$ cat src/rtl/sprite_pkg.sv
// Shared constants and types for the sprite row fetcher and its line buffer.
package sprite_pkg;

   localparam int unsigned SPRITE_W  = 32;
   localparam int unsigned SPRITE_H  = 32;
   localparam int unsigned PALETTE_W = 3;

   typedef logic [PALETTE_W-1:0] palette_idx_t;

   typedef enum logic [2:0] {IDLE, FETCH, DRAIN, DONE} fetch_state_t;

endpackage

$ cat src/rtl/sprite_line_buffer.sv
// Two-bank ping-pong line buffer: one synchronous write port, one combinational read port.
module sprite_line_buffer #(
   parameter int unsigned WIDTH  = 32,
   parameter int unsigned DATA_W = 3
) (
   input  logic                     clk_i,
   input  logic                     we_i,
   input  logic                     wr_bank_i,
   input  logic [$clog2(WIDTH)-1:0] wr_idx_i,
   input  logic [DATA_W-1:0]        wr_data_i,
   input  logic                     rd_bank_i,
   input  logic [$clog2(WIDTH)-1:0] rd_idx_i,
   output logic [DATA_W-1:0]        rd_data_o
);
   import sprite_pkg::*;

   logic [DATA_W-1:0] mem_q [2][WIDTH];

   always_ff @(posedge clk_i) begin
      if (we_i) begin
         mem_q[wr_bank_i][wr_idx_i] <= wr_data_i;
      end
   end

   assign rd_data_o = mem_q[rd_bank_i][rd_idx_i];

endmodule

$ cat src/rtl/sprite_row_fetcher.sv
// Fetches one sprite row from ROM during blanking into a ping-pong buffer and
// serves registered palette indices keyed on draw_x during active video.
module sprite_row_fetcher #(
   parameter int unsigned SPRITE_W    = sprite_pkg::SPRITE_W,
   parameter int unsigned SPRITE_H    = sprite_pkg::SPRITE_H,
   parameter int unsigned ADDR_W      = 10,
   parameter int unsigned DATA_W      = 3,
   parameter int unsigned TRANSPARENT = 0
) (
   input  logic              clock,
   input  logic              reset,
   input  logic              start,
   input  logic [9:0]        next_line_y,
   input  logic [9:0]        sprite_x,
   input  logic [9:0]        sprite_y,
   input  logic              flip_h,
   output logic [ADDR_W-1:0] rom_addr,
   input  logic [DATA_W-1:0] rom_q,
   output logic              busy,
   output logic              done,
   input  logic [9:0]        draw_x,
   output logic              pixel_valid,
   output logic [DATA_W-1:0] pixel_idx
);
   import sprite_pkg::*;

   localparam int unsigned COL_W = $clog2(SPRITE_W);
   localparam int unsigned ROW_W = $clog2(SPRITE_H);

   fetch_state_t      state_q, state_d;
   logic [ROW_W-1:0]  row_q, row_d;
   logic [COL_W-1:0]  col_q, col_d;
   logic              flip_q, flip_d;
   logic              pend_hit_q, pend_hit_d;
   logic [ADDR_W-1:0] rom_addr_q, rom_addr_d;
   logic              read_bank_q, read_bank_d;
   logic [1:0]        hit_q, hit_d;
   logic              cap_valid_q, cap_valid_d;
   logic [COL_W-1:0]  cap_idx_q, cap_idx_d;
   logic              pixel_valid_q, pixel_valid_d;
   logic [DATA_W-1:0] pixel_idx_q, pixel_idx_d;

   logic [10:0]       row_diff, off;
   logic              row_hit, off_in;
   logic              write_bank;
   logic [DATA_W-1:0] rd_data;

   function automatic logic [ADDR_W-1:0] row_addr(input logic [ROW_W-1:0] r,
                                                  input logic [COL_W-1:0] c);
      return ADDR_W'(r) * ADDR_W'(SPRITE_W) + ADDR_W'(c);
   endfunction

   // 11-bit differences keep negative offsets/rows from aliasing into range.
   assign row_diff   = {1'b0, next_line_y} - {1'b0, sprite_y};
   assign row_hit    = !row_diff[10] && (row_diff < 11'(SPRITE_H));
   assign off        = {1'b0, draw_x} - {1'b0, sprite_x};
   assign off_in     = !off[10] && (off < 11'(SPRITE_W));
   assign write_bank = ~read_bank_q;

   sprite_line_buffer #(
      .WIDTH  (SPRITE_W),
      .DATA_W (DATA_W)
   ) u_buf (
      .clk_i     (clock),
      .we_i      (cap_valid_q),
      .wr_bank_i (write_bank),
      .wr_idx_i  (cap_idx_q),
      .wr_data_i (rom_q),
      .rd_bank_i (read_bank_q),
      .rd_idx_i  (off[COL_W-1:0]),
      .rd_data_o (rd_data)
   );

   always_comb begin
      state_d     = state_q;
      row_d       = row_q;
      col_d       = col_q;
      flip_d      = flip_q;
      pend_hit_d  = pend_hit_q;
      rom_addr_d  = rom_addr_q;
      read_bank_d = read_bank_q;
      hit_d       = hit_q;

      case (state_q)
         IDLE: begin
            if (start) begin
               if (row_hit) begin
                  row_d      = row_diff[ROW_W-1:0];
                  flip_d     = flip_h;
                  col_d      = '0;
                  pend_hit_d = 1'b1;
                  rom_addr_d = row_addr(row_diff[ROW_W-1:0], '0);
                  state_d    = FETCH;
               end else begin
                  pend_hit_d = 1'b0;
                  state_d    = DONE;
               end
            end
         end
         FETCH: begin
            if (col_q == COL_W'(SPRITE_W - 1)) begin
               state_d = DRAIN;
            end else begin
               col_d      = col_q + 1'b1;
               rom_addr_d = row_addr(row_q, col_d);
            end
         end
         DRAIN: state_d = DONE;
         DONE: begin
            read_bank_d       = write_bank;
            hit_d[write_bank] = pend_hit_q;
            state_d           = IDLE;
         end
         default: state_d = IDLE;
      endcase

      // rom_q for the address issued this cycle arrives next cycle.
      cap_valid_d = (state_q == FETCH);
      cap_idx_d   = flip_q ? COL_W'(SPRITE_W - 1) - col_q : col_q;

      pixel_valid_d = hit_q[read_bank_q] && off_in && (rd_data != DATA_W'(TRANSPARENT));
      pixel_idx_d   = pixel_valid_d ? rd_data : '0;
   end

   always_ff @(posedge clock) begin
      if (reset) begin
         state_q       <= IDLE;
         row_q         <= '0;
         col_q         <= '0;
         flip_q        <= 1'b0;
         pend_hit_q    <= 1'b0;
         rom_addr_q    <= '0;
         read_bank_q   <= 1'b0;
         hit_q         <= '0;
         cap_valid_q   <= 1'b0;
         cap_idx_q     <= '0;
         pixel_valid_q <= 1'b0;
         pixel_idx_q   <= '0;
      end else begin
         state_q       <= state_d;
         row_q         <= row_d;
         col_q         <= col_d;
         flip_q        <= flip_d;
         pend_hit_q    <= pend_hit_d;
         rom_addr_q    <= rom_addr_d;
         read_bank_q   <= read_bank_d;
         hit_q         <= hit_d;
         cap_valid_q   <= cap_valid_d;
         cap_idx_q     <= cap_idx_d;
         pixel_valid_q <= pixel_valid_d;
         pixel_idx_q   <= pixel_idx_d;
      end
   end

   assign rom_addr    = rom_addr_q;
   assign busy        = (state_q != IDLE);
   assign done        = (state_q == DONE);
   assign pixel_valid = pixel_valid_q;
   assign pixel_idx   = pixel_idx_q;

endmodule

$ cat config.mk
export PLATFORM = sky130hd
export DESIGN_NAME = sprite_row_fetcher
export DESIGN_NICKNAME = d
export VERILOG_FILES = /design/src/rtl/sprite_pkg.sv /design/src/rtl/sprite_line_buffer.sv /design/src/rtl/sprite_row_fetcher.sv
export SDC_FILE = /design/constraint.sdc
export NUM_CORES = 1
export LEC_CHECK = 0
export ABC_AREA = 1
export BUFFER_PORTS_ARGS = -buffer_cell sky130_fd_sc_hd__buf_2
export CAP_MARGIN = 20
export CORE_MARGIN = 2
export CORE_UTILIZATION = 40
export CTS_BUF_LIST = sky130_fd_sc_hd__clkbuf_16
export DETAILED_ROUTE_END_ITERATION = 10
export PLACE_DENSITY = 0.55
export SKIP_LAST_GASP = 1
export SLEW_MARGIN = 20
export SYNTH_ARGS = -nofsm -noshare
export SYNTH_HDL_FRONTEND = slang
export SYNTH_SLANG_ARGS = --single-unit
$ cat constraint.sdc
create_clock -name clock -period 2.6 [get_ports clock]
set_input_delay 0 -clock clock [delete_from_list [all_inputs] [get_ports clock]]
set_output_delay 0 -clock clock [all_outputs]
set_load 0.03 [all_outputs]
Word level (Yosys, flattened, before mapping). Memories as Yosys holds them, arrays and structs flattened. A register that Yosys moved wholly into a read port is not among the register bits. Index checks and enable logic that the tools add are counted.

Add/subtract/negate cells: 5. $lt $le $gt $ge: 8. Eq/ne operators: 8. Multiplexer cells: 28. Bitwise logic cells: 4. Reductions and logical operators: 17.

Operators with widths (number): 96-bit 2-to-1 mux (1); 10-bit 2-to-1 mux (3); 11-bit by 6-bit < comparator with 1-bit output, second input constant (2); 10-bit by 10-bit subtractor with 11-bit output (2); 5-bit 2-to-1 mux (4); 10-bit case mux with 2 select lines (1); 3-bit binary-select mux with 5-bit select (1); 3-bit demux with 5-bit select (1); 3-bit 2-to-1 mux (5); 6-bit >= comparator, second input constant (2); 5-bit NOT with 6-bit output (2); 10-bit by 5-bit adder with 10-bit output (1); 5-bit case mux with 2 select lines (1); 3-bit case mux with 3 select lines (1); 1-bit 2-to-1 mux (7); 3-bit by 2-bit equality test with 1-bit output, second input constant (2); 1-bit logical AND (6); 6-bit by 1-bit < comparator with 1-bit output, second input constant (1); 2-bit inequality test, second input constant (3); 3-bit nonzero test (2); 5-bit by 1-bit adder with 5-bit output, second input constant (1); 5-bit equality test, second input constant (1); 5-bit subtractor, first input constant (1); 1-bit by 2-bit < comparator with 1-bit output, second input constant (2); 14 further kinds (17).

Register bits: 38. Memory bits (writable): 192. Input port bits: 47. Output and inout bits: 16. Logic and storage cells: 83. Memories: 1.

Memories: u_buf.mem_q (depth 2, width 96, rd ports 1, clocked after Yosys merged registers in 1, write ports 1, RTL line sprite_line_buffer.sv:17) `logic [DATA_W-1:0] mem_q [2][WIDTH];`.

Logic depth before layout (Yosys ltp). Gate-level depths: netlist of run 1.

Depth in word-level cells: 9. Mapped depth: 18. Gate-level depth less buffers: 18.

Modules after synthesis. Synthesis of run 1 repeated with hierarchy kept, for this count alone.

Cells, all modules: 1157. Area, all modules: 10814.1 µm².

Modules (own cells, without submodules): sprite_line_buffer (instances 1, cells an instance 757, area each 8241.7 µm², sequential area each 5765.5 µm²); sprite_row_fetcher (instances 1, cells an instance 400, area each 2572.5 µm², sequential area each 640.6 µm²).

Least setup slack after synthesis of run 1. Ideal clock, no wire load.

Kind: register to register. Start: register col_q[0]. End: register col_q[1]. Library setup time: 128 ps. Arrival time: 1935 ps. Path slack: 537 ps. Stages on the path, launching flop included: 11. Clock period less this slack: 2063 ps. Path through: dfxtp_1 ha_1 nand2_1 nor2_1 ha_1 or2_2 a21oi_1 clkbuf_1 nand3_1 nand2_1 nor2_1.

Word-level cells in the longest chain between the ends: 3.

RTL lines: start: declaration (RTL line sprite_row_fetcher.sv:32) `logic [COL_W-1:0] col_q, col_d;`; start signal: assignment (RTL line sprite_row_fetcher.sv:142) `col_q <= col_d;`; 5-bit by 1-bit adder with 5-bit output / 5-bit equality test (equally long branches) (RTL line sprite_row_fetcher.sv:104, sprite_row_fetcher.sv:101); 5-bit 2-to-1 mux / 2-bit inequality test (equally long branches); 5-bit case mux with 2 select lines / 4-bit AND reduction (equally long branches).

Parallel ways exist; a longest one is shown, timed or not. The select of a mux whose other input is x is not followed. A chain may end at the register's enable or synchronous reset.

Worst setup path in the final report of run 1.
Start: input port sprite_y[0]. End: register rom_addr_q[8] (netlist: rom_addr[8]).

Word-level cells in the longest chain between the ends: 5.

RTL lines: start: declaration (RTL line sprite_row_fetcher.sv:15) `input logic [9:0] sprite_y,`; 10-bit by 10-bit subtractor with 11-bit output * (RTL line sprite_row_fetcher.sv:54) `assign row_diff = {1'b0, next_line_y} - {1'b0, sprite_y};`; 11-bit by 6-bit < comparator with 1-bit output / 1-bit zero test (equally long branches) (RTL line sprite_row_fetcher.sv:55) `assign row_hit = !row_diff[10] && (row_diff < 11'(SPRITE_H));`; 1-bit logical AND (RTL line sprite_row_fetcher.sv:55); 2-bit inequality test (no line); 4-bit AND reduction (no line); end signal: assignment (RTL line sprite_row_fetcher.sv:145) `rom_addr_q <= rom_addr_d;`; end: declaration (RTL line sprite_row_fetcher.sv:35) `logic [ADDR_W-1:0] rom_addr_q, rom_addr_d;`.

Mark *: on every way between the ends. The rest lies on a longest branch, timed or not. The select of a mux whose other input is x is not followed.

==> reports/metrics.yaml, run 1 <==
final_critical_path_setup_slack_ps: 403
finalWirelength_um: 25900
clk_path_buf_depth: 3
crit_type: "in -> reg"
post-cts-setup-buffers: 0
timing_hold_violations_final: 0
wire_per_inst_um: 16.4
crit_required_ps: 2970
syn_area_per_cell_um2: 9.38
row_count: 60
power.switching_fraction_pct: 30.7
dieWidth_um: 168
place_hpwl_um: 16800
intPower_w: 0.00663
cts.sinks: 225
nFillCells: 2640
postSynth.topFlopCell: "sky130_fd_sc_hd__edfxtp_1"
switchingPower_w: 0.00294
clkTransAtPathRegs_ps: 60
route.antenna.remaining_nets: 0
nets: 1294
postSynthCellCount: 1149
p_leak_nw: 4.96
fp.coreArea_um2: 26700
initial_drc_count: 506
die_height_um: 168
timing.max_slew.rel_slack_pct: 51.4
synth_top_cell_area_share_pct: 53.5
die_ar_um2: 28300
cp_top_family: "simple AND/OR/NAND/NOR gates"
cpMostUsedCell: "sky130_fd_sc_hd__nand2_1"
layout.core_utilization_pct: 46.3
synth-edff-count: 192
worst_ep_arrival_time_ps: 2570
routed_via_density: 5.03
critPathBufInv: 3
cts_buffers: 25
timing.final.max_slew_violations: 0
series_of_cell_instances_along_the_critical_path: "dlygate4sd3_1, buf_2, ha_1, fa_1, inv_1, nand2_1, nand2_1, nand3_1, nand2_1, nand2_1, nand2_1, nand2_1, nor2_2, nand3_1, nand2_1, nand2_2, nand2_1, a21oi_1"
fin_total_pwr_w: 0.00957
timing.final.crit_share_pct: 84.5
cts-htree-levels: 1
irDropWorstVdd_uv: 587
hold_class: "in -> reg"
wire_length_of_the_first_global_routing_pass_um: 41800
top_ports: 63
residual_drc_count: 0
cp-end-kind: "flip-flop"
unrepaired_setup_endpoints_after_global_routing: "false"
final.min_clock_period_ps: 2200
cpMaxStageDelayCell: "sky130_fd_sc_hd__dlygate4sd3_1"
seq_power_share_pct: 42.7
ys_top_cells_by_count: "sky130_fd_sc_hd__nand2_1, sky130_fd_sc_hd__edfxtp_1, sky130_fd_sc_hd__nor2_1"
synthMostInstantiatedCell: "sky130_fd_sc_hd__nand2_1"
cts_tree: "built"
via_count_of_the_first_global_routing_pass: 7890
via_count: 7924
worstSkewPairLatency_ps: 520
fin_tns_setup_ps: 0
insertedDiodeCount: 0
total_iterations_of_the_first_detailed_routing_run: 5
cp_max_fo: 10
post_cts_resized: 0
synthTopCellsByArea: "sky130_fd_sc_hd__edfxtp_1, sky130_fd_sc_hd__nand2_1, sky130_fd_sc_hd__dfxtp_1"
io_buffers: 62
timing.clock.skew_ps: 20.8
cap_viol_max_count: 0
grt_start_max_net_pins: 67
timing_worst_slew_pin_value_ps: 729
ys_seq_elements: 225
track_usage_pct: 18.7
dp_slack_ps: 350
final-setup-viol-count: 0
yosysWarnings: 0
combinational_share_of_power_pct: 22.9
synth_cell_type_count: 39
global_route.overflow_total: 0
cp-start-kind: "input port"
maxClockFrequency_mhz: 455
gp_congestion: 0.871
layout-area-overhead-vs-synth_pct: 14.8
synth_top_area_cell: "sky130_fd_sc_hd__edfxtp_1"
power_per_cell_area_nw_per_um2: 774
antenna_found_initial: 0
cts_root_buffer: "sky130_fd_sc_hd__clkbuf_16"
final_layout_size_suffix_gt1_share_pct: 11.5
start_util_pct: 40.3
yosysSeqAreaShare_pct: 59.6
asyncSetResetFlopFracSynth_pct: 0
netlist_area_pre_place_um2: 10800
clock_power_share_pct: 34.4
slowest_delay_ps: 530
syn-num-nets: 1227
status: "finished clean"
[state kept, by name, indices dropped and copies added (netlist names), named ones only]
| signal | cells |
|---|---|
| hit_q | 2 |
| cap_idx_q | 5 |
| flip_q | 1 |
| u_buf.mem_q | 192 |
| row_q | 5 |
| cap_valid_q | 1 |
| pixel_valid | 1 |
| rom_addr | 6 |
| pixel_idx | 3 |
| state_q | 2 |
| pend_hit_q | 1 |
| col_q | 4 |
| read_bank_q | 1 |
[worst reg2reg max path: stages, from the launching register on]
cell	delay, ps
sky130_fd_sc_hd__dfxtp_1	390
sky130_fd_sc_hd__inv_1	100
sky130_fd_sc_hd__nor3_1	500
sky130_fd_sc_hd__inv_1	270
sky130_fd_sc_hd__nor3_1	490
[kinds of logic after synthesis]
group / after synthesis / synth area share [%]
AOI/OAI and AO/OA: 108 / 5.23
buffers and inverters: 170 / 6.52
xor gates and xnor gates: 13 / 1.20
and+or+nand+nor: 602 / 23.7
DFF: 225 / 59.6
adders and majority gates: 31 / 3.74
[cell usage in the layout, fill, tap and decap left out, types with 6 or more instances in the layout]
cell	synthesis	routed
sky130_fd_sc_hd__a21oi_1	32	32
sky130_fd_sc_hd__ha_1	29	28
sky130_fd_sc_hd__edfxtp_1	192	192
sky130_fd_sc_hd__dlygate4sd3_1	0	6
sky130_fd_sc_hd__nor3_1	52	52
sky130_fd_sc_hd__o21ai_0	59	59
sky130_fd_sc_hd__nand2_1	241	241
sky130_fd_sc_hd__nand3_1	125	125
sky130_fd_sc_hd__inv_1	112	117
sky130_fd_sc_hd__o21ai_1	9	9
sky130_fd_sc_hd__buf_4	6	17
sky130_fd_sc_hd__buf_2	16	62
sky130_fd_sc_hd__clkinv_1	2	8
sky130_fd_sc_hd__nor2_1	163	163
sky130_fd_sc_hd__buf_12	0	8
sky130_fd_sc_hd__xnor2_1	6	6
sky130_fd_sc_hd__clkbuf_16	0	25
sky130_fd_sc_hd__dfxtp_1	33	32
[layout make-up]
type                    instances  area (um^2)  share of cell area (%)
clock buffers                  25          626                    5.06
clock inverters                20          141                    1.14
inverters                     117          439                    3.55
multi-input cells             754         3650                    29.5
flip-flops and latches        225         6430                    52.0
well taps                     341          427                    3.45
repair buffers                 93          658                    5.32
[metrics by stage]
| stage | cell area [um^2] | hold slack [ps] | instances |
|---|---|---|---|
| detailed placement | 11500 | 314 | 1524 |
| global route | 12400 | 24.9 | 1575 |
| global placement | 11500 | 302 | 1524 |
| floorplan | 10800 | 69.1 | 1149 |
| CTS | 12400 | 5.19 | 1575 |
| finish | 12400 | 3.51 | 1575 |
[timing repair]
item                                    CTS  global route
endpoints found under the hold margin    23             0
endpoints found under the setup margin    0             0
hold buffers                              6             0
[worst paths after layout]
| path | depth (start not counted) | slack (ps) | end | startpoint |
|---|---|---|---|---|
| min | 2 | 4 | u_buf.mem_q[0][84]$_DFFE_PP_ | rom_q[0] |
| min reg2reg | 2 | 470 | rom_addr[5]$_SDFFE_PP0P_ | rom_addr[5]$_SDFFE_PP0P_ |
| max | 18 | 400 | rom_addr[8]$_SDFFE_PP0P_ | sprite_y[0] |
| max reg2reg | 4 | 500 | u_buf.mem_q[0][78]$_DFFE_PP_ | cap_idx_q[2]$_SDFF_PP0_ |
[power by group through the flow]
stage / clock network (W) / registers, W / logic (W)
global placement: 0 / 0.00416 / 0.00220
detailed placement: 0 / 0.00416 / 0.00220
CTS: 0.00337 / 0.00409 / 0.00221
finish: 0.00330 / 0.00409 / 0.00219
global route: 0.00352 / 0.00410 / 0.00246
floorplan: 0 / 0.00422 / 0.00141
[routing by layer]
layer  wire length [um]  global-route usage (%)  vias to the layer above
li1                   -                       -                     3969
met1              11500                    24.4                     3736
met2              12500                    32.9                      175
met3               1230                    2.73                       44
met4                587                    4.61                        0
met5                  0                       0                        -
Note: power is estimated with default switching activity, not from simulation.
==> run 2: changes to the inputs <==
ABC_AREA = 0   (was 1)
PLACE_DENSITY = 0.58   (was 0.55)
clock period = 1.86 ns   (was 2.6 ns; I/O delays follow)
==> run 2 against run 1 <==
  * The run now ends with negative setup slack left
  * Final area grew 3.0%
  * Synthesized cell count shrank 43%
  * Sequential cell count is the same
  * Non-clock buffer count grew 87
  * Power grew 41%
  * Sequential share of layout area shrank 1.5 points
  * First-iteration DRC count shrank 22%
  * Highest routed layer unchanged
==> reports/metrics.yaml, run 2 <==
status: "finished, violations left"  # was finished clean
failed_checks: "negative setup slack"
largest-register: "u_buf.mem_q"  # unchanged
finalWirelength_um: 21300  # was 25,900 um
power_per_cell_area_nw_per_um2: 1060  # was 774 nW/um^2
series_of_cell_instances_along_the_critical_path: "buf_12, mux4_2, mux4_2, mux2_4, o22ai_2, a31oi_1, o31a_1"  # was dlygate4sd3_1, buf_2, ha_1, fa_1, inv_1, nand2_1, nand2_1, nand3_1, nand2_1, nand2_1, nand2_1, nand2_1, nor2_2, nand3_1, nand2_1, nand2_2, nand2_1, a21oi_1
ff_latch_area_um2: 6430  # unchanged
cap_viol_max_count: 0  # unchanged
total_iterations_of_the_first_detailed_routing_run: 5  # unchanged
syn_area_per_cell_um2: 15.3  # was 9.38 um^2
dr.max_layer_used: "met4"  # unchanged
cts-htree-levels: 1  # unchanged
gp_congestion: 0.778  # was 0.871
place_hpwl_um: 14900  # was 16,800 um
via_count_of_the_first_global_routing_pass: 6234  # was 7,890
cts_root_buffer: "sky130_fd_sc_hd__clkbuf_16"  # unchanged
intPower_w: 0.0102  # was 0.00663 W
timing.final.max_slew_violations: 0  # unchanged
synth_compound_gate_area_share_pct: 5.14  # was 5.23%
start_util_pct: 40.9  # was 40.3%
ys_seq_elements: 225  # unchanged
clock_power_share_pct: 36.5  # was 34.4%
wire_per_inst_um: 18.1  # was 16.4 um
layout-area-overhead-vs-synth_pct: 27.4  # was 14.8%
synth.area.mux_share_pct: 14.9  # was 0%
top_ports: 63  # unchanged
residual_drc_count: 0  # unchanged
hold_class: "in -> reg"  # unchanged
clkTransAtPathRegs_ps: 60  # about the same
syn-num-nets: 731  # was 1,227
layout_common_cells: "sky130_fd_sc_hd__edfxtp_1, sky130_fd_sc_hd__nor2_1, sky130_fd_sc_hd__buf_4"  # was sky130_fd_sc_hd__nand2_1, sky130_fd_sc_hd__edfxtp_1, sky130_fd_sc_hd__nor2_1
whs_ps: 6.93  # was 3.51 ps
cts_buffers: 24  # was 25
wl_met1_um: 9250  # was 11,500 um
timing.final.crit_share_pct: 130
min_from: "rom_q[1]"  # was rom_q[0]
nFillCells: 2023  # was 2,640
worstSkewPairLatency_ps: 500  # was 520 ps
synth_top_cell_area_share_pct: 57.6  # was 53.5%
final-setup-viol-count: 15  # was 0
adder_and_majority_gate_portion_of_the_synthesized_area_pct: 4.03  # was 3.74%
route.met2.wl_um: 10600  # was 12,500 um
slowest_delay_ps: 500  # was 530 ps
ff2ff_setup_slack_ps: -570  # was 500 ps
power.switching_fraction_pct: 24.8  # was 30.7%
commonest_non_fill_non_tap_cell_in_the_layout: "sky130_fd_sc_hd__edfxtp_1"  # was sky130_fd_sc_hd__nand2_1
synthTopCellsByArea: "sky130_fd_sc_hd__edfxtp_1, sky130_fd_sc_hd__mux4_2, sky130_fd_sc_hd__dfxtp_1"  # was sky130_fd_sc_hd__edfxtp_1, sky130_fd_sc_hd__nand2_1, sky130_fd_sc_hd__dfxtp_1
row_count: 57  # was 60
cts.sinks: 225  # unchanged
synth_top_area_cell: "sky130_fd_sc_hd__edfxtp_1"  # unchanged
io_buffers: 62  # unchanged
final_layout_size_suffix_gt1_share_pct: 35.3  # was 11.5%
worst_ep_arrival_time_ps: 2820  # was 2570 ps
netlist_area_pre_place_um2: 10000  # was 10,800 um^2
unrepaired_setup_endpoints_after_global_routing: "true"  # was false
irDropWorstVdd_uv: 750  # was 587 uV
yosysWarnings: 0  # unchanged
final_design_area_no_fill_um2: 12700  # was 12,400 um^2
crit_required_ps: 2250  # was 2970 ps
cp-start-kind: "flip-flop"  # was input port
track_usage_pct: 16.5  # was 18.7%
asyncSetResetFlopFracSynth_pct: 0  # unchanged
ys_top_cells_by_count: "sky130_fd_sc_hd__edfxtp_1, sky130_fd_sc_hd__nor2_1, sky130_fd_sc_hd__mux4_2"  # was sky130_fd_sc_hd__nand2_1, sky130_fd_sc_hd__edfxtp_1, sky130_fd_sc_hd__nor2_1
largest_reg_flops: 192  # unchanged
postSynthCellCount: 653  # was 1,149
synth-edff-count: 192  # unchanged
antenna_found_initial: 0  # unchanged
crit_type: "reg -> reg"  # was in -> reg
timing.max_slew.rel_slack_pct: 60.3  # was 51.4%
cp-end-kind: "flip-flop"  # unchanged
cpMaxStageDelayCell: "sky130_fd_sc_hd__mux4_2"  # was sky130_fd_sc_hd__dlygate4sd3_1
routed_via_density: 5.13  # was 5.03
placed_area_um2: 11500  # unchanged
largest_family_of_logic_cells_by_synthesized_area: "multiplexers"  # was simple AND/OR/NAND/NOR gates
dieWidth_um: 162  # was 168 um
switchingPower_w: 0.00337  # was 0.00294 W
maxClockFrequency_mhz: 412
final.min_clock_period_ps: 2430
via_count: 6022  # was 7,924
fin_total_pwr_w: 0.0135  # was 0.00957 W
insertedDiodeCount: 0  # unchanged
postSynth.topFlopCell: "sky130_fd_sc_hd__edfxtp_1"  # unchanged
timing.clock.skew_ps: 8.80  # was 20.8 ps
combinational_share_of_power_pct: 21.8  # was 22.9%
clk_path_buf_depth: 3  # unchanged
p_leak_nw: 4.63  # was 4.96 nW
timing_hold_violations_final: 0  # unchanged
yosys.area_share.xor_xnor_pct: 1.23  # was 1.20%
cts_tree: "built"  # unchanged
synth_cell_type_count: 60  # was 39
fp.coreArea_um2: 24500  # was 26,700 um^2
cp_max_fo: 5  # was 10
die_height_um: 162  # was 168 um
synth-simple-area-share_pct: 7.96  # was 23.7%
final_critical_path_setup_slack_ps: -567  # was 403 ps
area_used_by_multi_input_combinational_logic_um2: 3530  # was 3650 um^2
routed-wl-met3_um: 959  # was 1230 um
fin_tns_setup_ps: -3010  # was 0 ps
cpMostUsedCell: "sky130_fd_sc_hd__mux4_2"  # was sky130_fd_sc_hd__nand2_1
global_route.overflow_total: 0  # unchanged
synthMostInstantiatedCell: "sky130_fd_sc_hd__edfxtp_1"  # was sky130_fd_sc_hd__nand2_1
nets: 912  # was 1,294
yosysSeqAreaShare_pct: 64.2  # was 59.6%
wire_length_of_the_first_global_routing_pass_um: 33700  # was 41,800 um
route.antenna.remaining_nets: 0  # unchanged
grt_start_max_net_pins: 38  # was 67
die_ar_um2: 26300  # was 28,300 um^2
timing_worst_slew_pin_value_ps: 595  # was 729 ps
initial_drc_count: 396  # was 506
seq_power_share_pct: 41.7  # was 42.7%
[run 2: changes by cell type in the layout (fill, tap and decap cells not counted), sizes merged, moves of 9 or more]
cell,before,now
nor2,166,99
nand2,246,21
mux4,0,57
nor2b,0,9
inv,120,38
nand3,125,6
buf,87,175
nor3,52,2
o21ai,69,11
mux2i,0,18
a21oi,34,22
[run 2: layout make-up]
| class | instances | area share (%) |
|---|---|---|
| clock buffer | 25 | 4.91 |
| multi-input combinational | 370 | 27.7 |
| sequential | 225 | 50.5 |
| tap | 324 | 3.18 |
| timing repair buffer | 180 | 11.1 |
| clock inverter | 18 | 1.62 |
| inverter | 33 | 1.03 |
[run 2: final timing paths]
check                                 endpoint  cells after the start
hold reg to reg          row_q[1]$_SDFFE_PP0P_                      2
setup reg to reg        pixel_valid$_SDFF_PP0_                      7
hold / removal    u_buf.mem_q[1][25]$_DFFE_PP_                      1
setup / recovery        pixel_valid$_SDFF_PP0_                      7
[run 2: logic make-up after synthesis]
group	Yosys count
and+or+nand+nor	174
xor gates and xnor gates	14
buffers and inverters	58
DFF	225
adders and majority gates	31
muxes	77
AOI/OAI and AO/OA	74
[run 2: worst max-delay path, delay by kind of cell (launching register included)]
kind | cells | cell delay (ps)
flip-flops | 1 | 420
multiplexers | 3 | 1280
AO/OA/AOI/OAI | 3 | 460
buffers and inverters | 1 | 140
[run 2: power by group through the flow]
stage	registers, W	logic [W]	clock network, W
final	0.00565	0.00295	0.00495
after global routing	0.00566	0.00318	0.00525
after CTS	0.00564	0.00272	0.00503
after detailed placement	0.00574	0.00257	0
after global placement	0.00574	0.00253	0
after floorplan	0.00582	0.00155	0
[run 2: layer usage]
metal	GRT usage, %	vias to the layer above
li1	-	2862
met1	21.9	2994
met2	28.0	131
met3	2.89	35
met4	4.55	0
met5	0	-
[run 2: timing repair]
action,CTS,global route
endpoints found under the setup margin,19,21
pin swaps,13,8
gates cloned,1,1
gates resized for setup,15,12
hold endpoints to repair,17,0
buffers inserted,4,17
hold buffers,4,0
[run 2: metrics by stage]
step           utilization (%)  setup WS (ps)  std cells
2_1_floorplan                -           -455        653
3_3_place_gp              47.2           -746       1106
3_5_place_dp              47.2           -789       1106
4_1_cts                   51.3           -575       1158
5_1_grt                   52.1           -630       1175
6_report                  52.1           -567       1175
